===== config.mk =====
export PLATFORM = sky130hd
export DESIGN_NAME = if_fetch_stage_flat
export DESIGN_NICKNAME = d
export VERILOG_FILES = /design/src/rtl/mips_pkg.sv /design/src/rtl/if_fetch_stage_if.sv /design/src/rtl/if_fetch_stage_pipe_reg.sv /design/src/rtl/if_fetch_stage.sv /design/src/flat_wrapper.sv
export SDC_FILE = /design/constraint.sdc
export NUM_CORES = 1
export LEC_CHECK = 0
export ABC_CLOCK_PERIOD_IN_PS = 2800
export CORE_MARGIN = 1
export CORE_UTILIZATION = 44
export CTS_CLUSTER_DIAMETER = 200
export DETAILED_ROUTE_END_ITERATION = 16
export PLACE_DENSITY = 0.7
export SLEW_MARGIN = 25
export SYNTH_ARGS = -nofsm -noshare
export SYNTH_HDL_FRONTEND = slang
export SYNTH_SLANG_ARGS = --single-unit

===== constraint.sdc =====
create_clock -name clk -period 2.8 [get_ports clk]
set_input_delay 0.42 -clock clk [delete_from_list [all_inputs] [get_ports clk]]
set_output_delay 0.42 -clock clk [all_outputs]
set_load 0.02 [all_outputs]

===== src/rtl/mips_pkg.sv =====
// Shared MIPS32 core definitions: widths, instruction field positions and fetch-stage types.
package mips_pkg;

  localparam int unsigned XLEN   = 32;
  localparam int unsigned REG_W  = 5;
  localparam int unsigned RS_MSB = 25;
  localparam int unsigned RS_LSB = 21;
  localparam int unsigned RT_MSB = 20;
  localparam int unsigned RT_LSB = 16;

  // sll $0,$0,0 doubles as the pipeline bubble
  localparam logic [XLEN-1:0] NOP_INSTR = 32'h0000_0000;

  typedef enum logic [1:0] {
    IDLE  = 2'd0,
    FETCH = 2'd1,
    HOLD  = 2'd2,
    DROP  = 2'd3
  } fetch_state_e;

  typedef struct packed {
    logic [XLEN-1:0] instr;
    logic [XLEN-1:0] pc_plus4;
  } if_id_payload_t;

  function automatic logic [XLEN-1:0] word_align(input logic [XLEN-1:0] addr);
    return addr & ~XLEN'(3);
  endfunction

endpackage


===== src/rtl/if_fetch_stage_if.sv =====
// Instruction-memory request/acknowledge bus between the fetch stage and imem.
interface if_fetch_stage_if;
  import mips_pkg::*;

  logic            imem_req;
  logic [XLEN-1:0] imem_addr;
  logic            imem_ack;
  logic [XLEN-1:0] imem_rdata;

  modport master (output imem_req, output imem_addr, input imem_ack, input imem_rdata);
  modport slave  (input imem_req, input imem_addr, output imem_ack, output imem_rdata);

endinterface


===== src/rtl/if_fetch_stage_pipe_reg.sv =====
// IF/ID pipeline register with load and flush; Rs/Rt are captured alongside the instruction.
module if_id_pipe_reg
  import mips_pkg::*;
(
  input  logic             clk,
  input  logic             rst_n,
  input  logic             i_load,
  input  logic             i_flush,
  input  if_id_payload_t   i_data,
  output logic [XLEN-1:0]  o_instr,
  output logic [XLEN-1:0]  o_pc_plus4,
  output logic             o_valid,
  output logic [REG_W-1:0] o_rs,
  output logic [REG_W-1:0] o_rt
);

  // Flush wins over load; a bubble keeps the previous pc_plus4.
  always_ff @(posedge clk or negedge rst_n) begin
    if (!rst_n) begin
      o_instr    <= NOP_INSTR;
      o_pc_plus4 <= '0;
      o_valid    <= 1'b0;
      o_rs       <= '0;
      o_rt       <= '0;
    end else if (i_flush) begin
      o_instr    <= NOP_INSTR;
      o_valid    <= 1'b0;
      o_rs       <= NOP_INSTR[RS_MSB:RS_LSB];
      o_rt       <= NOP_INSTR[RT_MSB:RT_LSB];
    end else if (i_load) begin
      o_instr    <= i_data.instr;
      o_pc_plus4 <= i_data.pc_plus4;
      o_valid    <= 1'b1;
      o_rs       <= i_data.instr[RS_MSB:RS_LSB];
      o_rt       <= i_data.instr[RT_MSB:RT_LSB];
    end
  end

endmodule


===== src/rtl/if_fetch_stage.sv =====
// Instruction-fetch stage: PC, imem req/ack sequencing, skid buffer and wrong-path squash.
module if_fetch_stage
  import mips_pkg::*;
#(
  parameter logic [XLEN-1:0] RESET_PC = 32'h0000_0000
) (
  input  logic                      clk,
  input  logic                      rst_n,
  input  logic                      PC_Enable,
  input  logic                      IF_ID_Pipeline_Enable,
  input  logic                      branch_taken,
  input  logic [XLEN-1:0]           branch_target,
  if_fetch_stage_if.master          imem,
  output logic [XLEN-1:0]           if_id_instr,
  output logic [XLEN-1:0]           if_id_pc_plus4,
  output logic                      if_id_valid,
  output logic [REG_W-1:0]          IF_ID_Reg_Rs,
  output logic [REG_W-1:0]          IF_ID_Reg_Rt
);

  fetch_state_e    r_state, w_next_state;
  logic [XLEN-1:0] r_pc, w_next_pc;
  logic [XLEN-1:0] r_skid, w_next_skid;
  logic            r_req, w_next_req;
  logic [XLEN-1:0] r_addr, w_next_addr;

  logic            w_consume, w_redirect, w_ack;
  logic            w_load, w_flush;
  logic [XLEN-1:0] w_target, w_pc_plus4;
  if_id_payload_t  w_payload;

  assign w_consume  = PC_Enable & IF_ID_Pipeline_Enable;
  assign w_redirect = branch_taken & IF_ID_Pipeline_Enable;
  assign w_ack      = imem.imem_ack & r_req;
  assign w_target   = word_align(branch_target);
  assign w_pc_plus4 = r_pc + XLEN'(4);

  always_ff @(posedge clk or negedge rst_n) begin
    if (!rst_n) begin
      r_state <= IDLE;
      r_pc    <= RESET_PC;
      r_skid  <= '0;
      r_req   <= 1'b0;
      r_addr  <= RESET_PC;
    end else begin
      r_state <= w_next_state;
      r_pc    <= w_next_pc;
      r_skid  <= w_next_skid;
      r_req   <= w_next_req;
      r_addr  <= w_next_addr;
    end
  end

  // Next state, pc, skid and IF/ID control; redirect outranks every other rule.
  always_comb begin
    w_next_state = r_state;
    w_next_pc    = r_pc;
    w_next_skid  = r_skid;
    w_load       = 1'b0;
    w_flush      = 1'b0;

    case (r_state)
      IDLE: w_next_state = FETCH;

      FETCH: begin
        if (w_redirect) begin
          w_flush      = 1'b1;
          w_next_pc    = w_target;
          w_next_state = w_ack ? FETCH : DROP;
        end else if (w_ack) begin
          if (w_consume) begin
            w_load    = 1'b1;
            w_next_pc = w_pc_plus4;
          end else begin
            w_next_skid  = imem.imem_rdata;
            w_next_state = HOLD;
          end
        end else if (IF_ID_Pipeline_Enable) begin
          w_flush = 1'b1;
        end
      end

      HOLD: begin
        if (w_redirect) begin
          w_flush      = 1'b1;
          w_next_pc    = w_target;
          w_next_state = FETCH;
        end else if (w_consume) begin
          w_load       = 1'b1;
          w_next_pc    = w_pc_plus4;
          w_next_state = FETCH;
        end
      end

      DROP: begin
        if (w_redirect) begin
          w_flush   = 1'b1;
          w_next_pc = w_target;
        end
        if (w_ack) begin
          w_next_state = FETCH;
        end
      end

      default: w_next_state = IDLE;
    endcase
  end

  // Request lines are registered; DROP keeps presenting the abandoned address until acked.
  always_comb begin
    w_next_req  = (w_next_state == FETCH) || (w_next_state == DROP);
    w_next_addr = (w_next_state == DROP) ? r_addr : w_next_pc;
  end

  always_comb begin
    w_payload.instr    = (r_state == HOLD) ? r_skid : imem.imem_rdata;
    w_payload.pc_plus4 = w_pc_plus4;
  end

  assign imem.imem_req  = r_req;
  assign imem.imem_addr = r_addr;

  if_id_pipe_reg u_if_id (
    .clk        (clk),
    .rst_n      (rst_n),
    .i_load     (w_load),
    .i_flush    (w_flush),
    .i_data     (w_payload),
    .o_instr    (if_id_instr),
    .o_pc_plus4 (if_id_pc_plus4),
    .o_valid    (if_id_valid),
    .o_rs       (IF_ID_Reg_Rs),
    .o_rt       (IF_ID_Reg_Rt)
  );

endmodule


===== src/flat_wrapper.sv =====
// flat-port wrapper written by rule: the top's interface ports become plain ports
module if_fetch_stage_flat import mips_pkg::*;
#(
  parameter logic [XLEN-1:0] RESET_PC = 32'h0000_0000
)
  (clk, rst_n, PC_Enable, IF_ID_Pipeline_Enable, branch_taken, branch_target, if_id_instr, if_id_pc_plus4, if_id_valid, IF_ID_Reg_Rs, IF_ID_Reg_Rt, imem_imem_req, imem_imem_addr, imem_imem_ack, imem_imem_rdata);
  if_fetch_stage_if imem_i ();
  input  logic clk;
  input  logic rst_n;
  input  logic PC_Enable;
  input  logic IF_ID_Pipeline_Enable;
  input  logic branch_taken;
  input  logic [XLEN-1:0] branch_target;
  output logic [XLEN-1:0] if_id_instr;
  output logic [XLEN-1:0] if_id_pc_plus4;
  output logic if_id_valid;
  output logic [REG_W-1:0] IF_ID_Reg_Rs;
  output logic [REG_W-1:0] IF_ID_Reg_Rt;
  output wire logic [$bits(imem_i.imem_req)-1:0] imem_imem_req;
  output wire logic [$bits(imem_i.imem_addr)-1:0] imem_imem_addr;
  input wire logic [$bits(imem_i.imem_ack)-1:0] imem_imem_ack;
  input wire logic [$bits(imem_i.imem_rdata)-1:0] imem_imem_rdata;
  assign imem_imem_req = imem_i.imem_req;
  assign imem_imem_addr = imem_i.imem_addr;
  assign imem_i.imem_ack = imem_imem_ack;
  assign imem_i.imem_rdata = imem_imem_rdata;
  if_fetch_stage #(.RESET_PC(RESET_PC)) u_core (.clk(clk), .rst_n(rst_n), .PC_Enable(PC_Enable), .IF_ID_Pipeline_Enable(IF_ID_Pipeline_Enable), .branch_taken(branch_taken), .branch_target(branch_target), .imem(imem_i), .if_id_instr(if_id_instr), .if_id_pc_plus4(if_id_pc_plus4), .if_id_valid(if_id_valid), .IF_ID_Reg_Rs(IF_ID_Reg_Rs), .IF_ID_Reg_Rt(IF_ID_Reg_Rt));
endmodule

==> results of run 1 <==
per-layer routing:
layer | global-route usage [%] | vias to the layer above | wire length (µm)
met1 | 35.7 | 3696 | 11300
met4 | 10.9 | 0 | 792
li1 | - | 3527 | -
met3 | 6.20 | 54 | 2280
met2 | 41.6 | 367 | 11800
met5 | 0 | - | 0
worst paths after layout:
check	from	to	cells past startpoint
max	u_core.r_pc[2]$_DFF_PN0_	u_core.imem.imem_addr[30]$_DFFE_PN0P_	6
min	u_core.u_if_id.o_pc_plus4[28]$_DFFE_PN0P_	u_core.u_if_id.o_pc_plus4[28]$_DFFE_PN0P_	2
max reg2reg	u_core.r_pc[2]$_DFF_PN0_	u_core.imem.imem_addr[30]$_DFFE_PN0P_	6
min reg2reg	u_core.u_if_id.o_pc_plus4[28]$_DFFE_PN0P_	u_core.u_if_id.o_pc_plus4[28]$_DFFE_PN0P_	2
max in group asynchronous	rst_n	u_core.r_skid[24]$_DFFE_PN0P_	3
min in group asynchronous	rst_n	u_core.u_if_id.o_pc_plus4[2]$_DFFE_PN0P_	2
sequential cells by signal, summed over array words and instances, names as in the netlist:
signal / flops
u_core.u_if_id.o_instr: 32
u_core.u_if_id.o_pc_plus4: 32
u_core.r_skid: 32
u_core.u_if_id.o_valid: 1
u_core.r_state: 2
u_core.r_pc: 32
u_core.imem.imem_addr: 32
critical path, cell delays in order, from the launching register on:
cell and delay (ns):
dfrtp_1 0.48, ha_1 0.30, nand3_4 0.21, nor4_2 0.53
nand3_1 0.24, or4_1 0.50, a41oi_2 0.15
Yosys cell counts, types with 16 or more instances:
library cell,number
nor3_1,23
a211oi_1,36
a21oi_1,27
dfrtp_1,163
nand2_1,61
mux2i_1,37
o21ai_0,47
clkbuf_1,22
buf_4,19
buf_2,34
mux2_2,53
nor4_1,16
nor2_1,80
nand3_1,20
layout by cell type, fill, tap and decap left out, types with 12 or more instances in the layout:
cell / Yosys / routed
clkdlybuf4s50_1: 0 / 174
dfrtp_1: 163 / 163
nor2_1: 80 / 79
nand2_1: 61 / 61
mux2_2: 53 / 53
o21ai_0: 47 / 47
buf_4: 19 / 47
mux2i_1: 37 / 37
a211oi_1: 36 / 36
a21oi_1: 27 / 27
nor3_1: 23 / 22
nand3_1: 20 / 20
clkbuf_16: 0 / 17
nor4_1: 16 / 16
inv_1: 15 / 15
xnor2_1: 15 / 15
a31oi_1: 12 / 12
nand4_1: 12 / 12
report_power, final:
part | leakage, nW | switching [mW] | internal [mW]
clock network | 0.294 | 1.12 | 1.29
logic | 2.27 | 2.84 | 2.43
registers | 2.15 | 0.702 | 3.21
total | 4.72 | 4.66 | 6.93
area by class of cell:
type | instances | area [µm²]
Sequential cell | 163 | 4080
Fill cell | 1738 | 7910
Timing Repair Buffer | 232 | 2300
Inverter | 16 | 60.1
Tap cell | 265 | 332
Clock buffer | 17 | 425
Clock inverter | 15 | 188
Multi-Input combinational cell | 600 | 4240
metrics by stage:
step	power [mW]	worst slack, ns	instances	util [%]
2_1_floorplan	6.90	0.355	860	-
3_3_place_gp	9.10	0.205	1275	56.3
3_5_place_dp	9.19	0.162	1275	56.3
4_1_cts	11.6	0.352	1308	59.5
5_1_grt	12.3	0.164	1308	59.5
6_report	11.6	0.315	1308	59.5
cells by family after synthesis:
family	share of synthesized area, %
adders and majority gates	0.712
buffers and inverters	5.54
xor gates and xnor gates	2.39
DFF	46.4
muxes	11.4
AOI/OAI and AO/OA	16.8
and+or+nand+nor	16.8
==> metrics, run 1 <==
max-slew violation total from the final report 0; Worst Skew 0.0104 ns; All-Layer GR Usage 26.6%; Layout Area Growth over Synthesis 32.3%; post-CTS resize count 0; Site Rows 51; dpl hpwl 19000 µm; chip height 143 µm; final setup violation count 0; synth warn 0; Syn Inst Count 860; Antenna Violating Nets Remaining 0; hold_buf cts 1; 1st-iter DRT viols 670; Placer Congestion 0.960; power per cell area 998 mW/mm²; Die W 143 µm; total negative slack 0 ns; H-tree levels 4; RSZ-0062 raised after global routing false; syn nets 935; actual slew at the worst max-slew pin 0.692 ns; post-route cell area 0.0116 mm²; remaining global-route overflow 0; port bufs 175; Avg Vias per Cell 5.84; Register-to-Register Setup Slack 0.31 ns; largest net degree at the start of global routing 66; register clock-pin slew on the reported worst setup and hold paths 0.07 ns; # DRC 0; via count 7644; CORE AREA 0.0195 mm²; vias in the first global route 7490; Synth Area per Inst 10.2 µm²; max-cap violation count 0; # IOs 178; EDFF count, synth 0; first-pass GRT wire length 41500 µm; post-synth top area share 46.4%; post-synth top area cell dfrtp_1; Initial Utilization 45.0%; antenna violations before repair 0; Required @ worst endpoint 3.16 ns; number of antenna diodes 0; layout cells sized above 1 17.4%; Final #Nets 1105; status finished clean; DR pass1 iterations 5; Mapped Area 0.00878 mm²; critical path type register to register; Max clock buf depth 2; Area after DPL 0.0110 mm²; CTS Buf Count 17; Synth area leaders dfrtp_1 46%, mux2_2 6.8%, mux2i_1 4.2%, nor2_1 3.4%, a211oi_1 3.1%; Final period util 88.8%; Avg WL per Cell 20.1 µm; die area 0.0205 mm²; Post-CTS Setup Inserts 0; Worst Path Max Fanout 10; LEAKAGE 4.72 nW; Worst Path Arrival 2.84 ns; Crit. End Element register; Final Hold Vio Count 0; clk root buf clkbuf_16; worst hold slack 0.478 ns; Async S/R FF share, synth 100%; register area share after synthesis 46.4%; CP startpoint kind register; peak supply drop 0.560 mV; post-synth cell types 83; Primary FF master, synth dfrtp_1; min-delay worst type register to register; Final min period 2.49 ns; clock sink count 163; synthesized flop and latch total 163; CTS tree yes; Routed WL 26300 µm; relative slew slack 53.5%; Fmax achieved 0.402 GHz; Worst-Skew Late Latency 0.44 ns
No activity file was read; power rests on OpenSTA's default activity.
==> inputs of run 2 (changes only) <==
--- a/config.mk
+++ b/config.mk
@@ -5,7 +5,7 @@
 export SDC_FILE = /design/constraint.sdc
 export NUM_CORES = 1
 export LEC_CHECK = 0
-export ABC_CLOCK_PERIOD_IN_PS = 2800
+export ABC_CLOCK_PERIOD_IN_PS = 2300
 export CORE_MARGIN = 1
 export CORE_UTILIZATION = 44
 export CTS_CLUSTER_DIAMETER = 200
==> constraint.sdc (replaced) <==
create_clock -name clk -period 2.3 [get_ports clk]
set_input_delay 0.345 -clock clk [delete_from_list [all_inputs] [get_ports clk]]
set_output_delay 0.345 -clock clk [all_outputs]
set_load 0.02 [all_outputs]
==> metrics, run 2 (synthesized netlist as in run 1, its figures left out) <==
Worst Path Max Fanout 11; max-cap violation count 0; Worst path slowest cell dfrtp_2; final setup violation count 0; number of antenna diodes 0; CTS tree yes; Max clock buf depth 2; Worst-Skew Late Latency 0.44 ns; DR pass1 iterations 5; Final period util 98.0%; Filler cells 1681; Final #Nets 1187; LEAKAGE 5.13 nW; Initial Utilization 45.0%; Final min period 2.26 ns; Placer Congestion 0.959; relative slew slack 61.7%; worst slack at placement -0.302 ns; Avg Vias per Cell 5.67; Worst Path Buf+Inv 4; actual slew at the worst max-slew pin 0.575 ns; Area after DPL 0.0116 mm²; CP dominant cell by count buf_4; first-pass GRT wire length 42600 µm; register clock-pin slew on the reported worst setup and hold paths 0.07 ns; post-route cell area 0.0123 mm²; max-slew violation total from the final report 0; 1st-iter DRT viols 569; CP startpoint kind register; final core occ 62.8%; antenna violations before repair 1; layout cells sized above 1 24.6%; Final Hold Vio Count 0; die area 0.0205 mm²; Worst Skew 0.0105 ns; Inst Count DP 1356; largest net degree at the start of global routing 55; worst hold slack 0.362 ns; Layout Area Growth over Synthesis 39.7%; H-tree levels 4; Fmax achieved 0.443 GHz; Routed WL 27000 µm; dpl hpwl 20400 µm; critical path type register to register; remaining global-route overflow 0; most common cell after layout, fill and taps aside clkdlybuf4s50_1; Worst Path Arrival 2.63 ns; vias in the first global route 7765; via count 7884; clock sink count 163; # DRC 0; peak supply drop 0.674 mV; CP Cell Sequence inv_1 > ha_2 > buf_6 > nor3_2 > buf_4 > buf_4 > o311a_1 > a221oi_4 > mux2_2; Die W 143 µm; Top Family by Delay on Critical Path compound AO/OA/AOI/OAI gates; port bufs 175; Crit. End Element register; status finished clean; Avg WL per Cell 19.4 µm; RSZ-0062 raised after global routing true; Antenna Violating Nets Remaining 0; power per cell area 1190 mW/mm²; Site Rows 51; # IOs 178; CORE AREA 0.0195 mm²; min-delay worst type primary input to asynchronous set/reset pin; Required @ worst endpoint 2.68 ns; non-filler instance count after layout 1390; max incr delay on CP 0.45 ns; most frequent cells in the layout 174 x clkdlybuf4s50_1, 159 x dfrtp_1, 129 x buf_4; clk root buf clkbuf_16; CTS Buf Count 17; final setup slack of the worst path 0.0450 ns; All-Layer GR Usage 27.5%; chip height 143 µm
==> run 2: changes by cell type in the layout (fill, tap and decap cells not counted), sizes merged <==
cell / before / now
buf: 57 / 139
inv: 24 / 26
bufinv: 1 / 0
clkinvlp: 2 / 1
==> run 2: worst register-to-register path: cells and delay by family (launching register included) <==
family / cells / cell delay, ns
buf+inv: 4 / 0.55
fa+ha+maj: 1 / 0.24
simple gates: 1 / 0.05
compound gates: 2 / 0.70
mux: 1 / 0.21
flops: 1 / 0.45
==> run 2: what timing repair did <==
action	4_1_cts	5_1_grt
hold buffers	1	0
pin swaps	1	4
endpoints found under the hold margin	29	0
setup buffers	0	1
gates resized for setup	2	15
endpoints found under the setup margin	2	43
gates cloned	0	0
==> run 2: worst paths after layout <==
kind	from	cells after the start	to	slack, ns
max in group asynchronous	rst_n	3	u_core.u_if_id.o_instr[0]$_DFFE_PN0P_	1.27
max	u_core.r_state[1]$_DFF_PN0_	9	u_core.imem.imem_addr[28]$_DFFE_PN0P_	0.04
min reg2reg	u_core.u_if_id.o_pc_plus4[11]$_DFFE_PN0P_	2	u_core.u_if_id.o_pc_plus4[11]$_DFFE_PN0P_	0.48
max reg2reg	u_core.r_state[1]$_DFF_PN0_	9	u_core.imem.imem_addr[28]$_DFFE_PN0P_	0.04
min	rst_n	2	u_core.u_if_id.o_pc_plus4[5]$_DFFE_PN0P_	0.36
min in group clk	u_core.u_if_id.o_pc_plus4[11]$_DFFE_PN0P_	2	u_core.u_if_id.o_pc_plus4[11]$_DFFE_PN0P_	0.48
==> run 2: per-layer routing <==
layer  vias up  part of all wire [%]  global-route usage, %
met4         2                   3.1                   10.5
met2       348                    46                   43.5
li1       3689                     -                      -
met1      3786                    43                   36.3
met3        59                   8.6                   6.86
met5         -                 0.048                      0
==> run 2: report_power, final <==
group / internal, mW / switching (mW) / total [mW]
registers: 3.92 / 0.757 / 4.68
logic: 3.38 / 3.69 / 7.07
clock network: 1.46 / 1.36 / 2.82
==> run 2: metrics by stage <==
step / power, mW / TNS (ns)
5_1_grt: 15.4 / -0.0528
3_3_place_gp: 11.5 / -10.97
6_report: 14.6 / 0
3_5_place_dp: 11.7 / -13.51
4_1_cts: 14.5 / 0
2_1_floorplan: 8.42 / 0
==> run 2: area by class of cell <==
class                   count  area (µm²)  share of cell area (%)
inverters                  16        60.1                   0.490
flip-flops and latches    163        4080                    33.3
well taps                 265         332                    2.70
repair buffers            314        2900                    23.7
clock buffers              17         425                    3.47
clock inverters            15         158                    1.29
multi-input cells         600        4310                    35.1
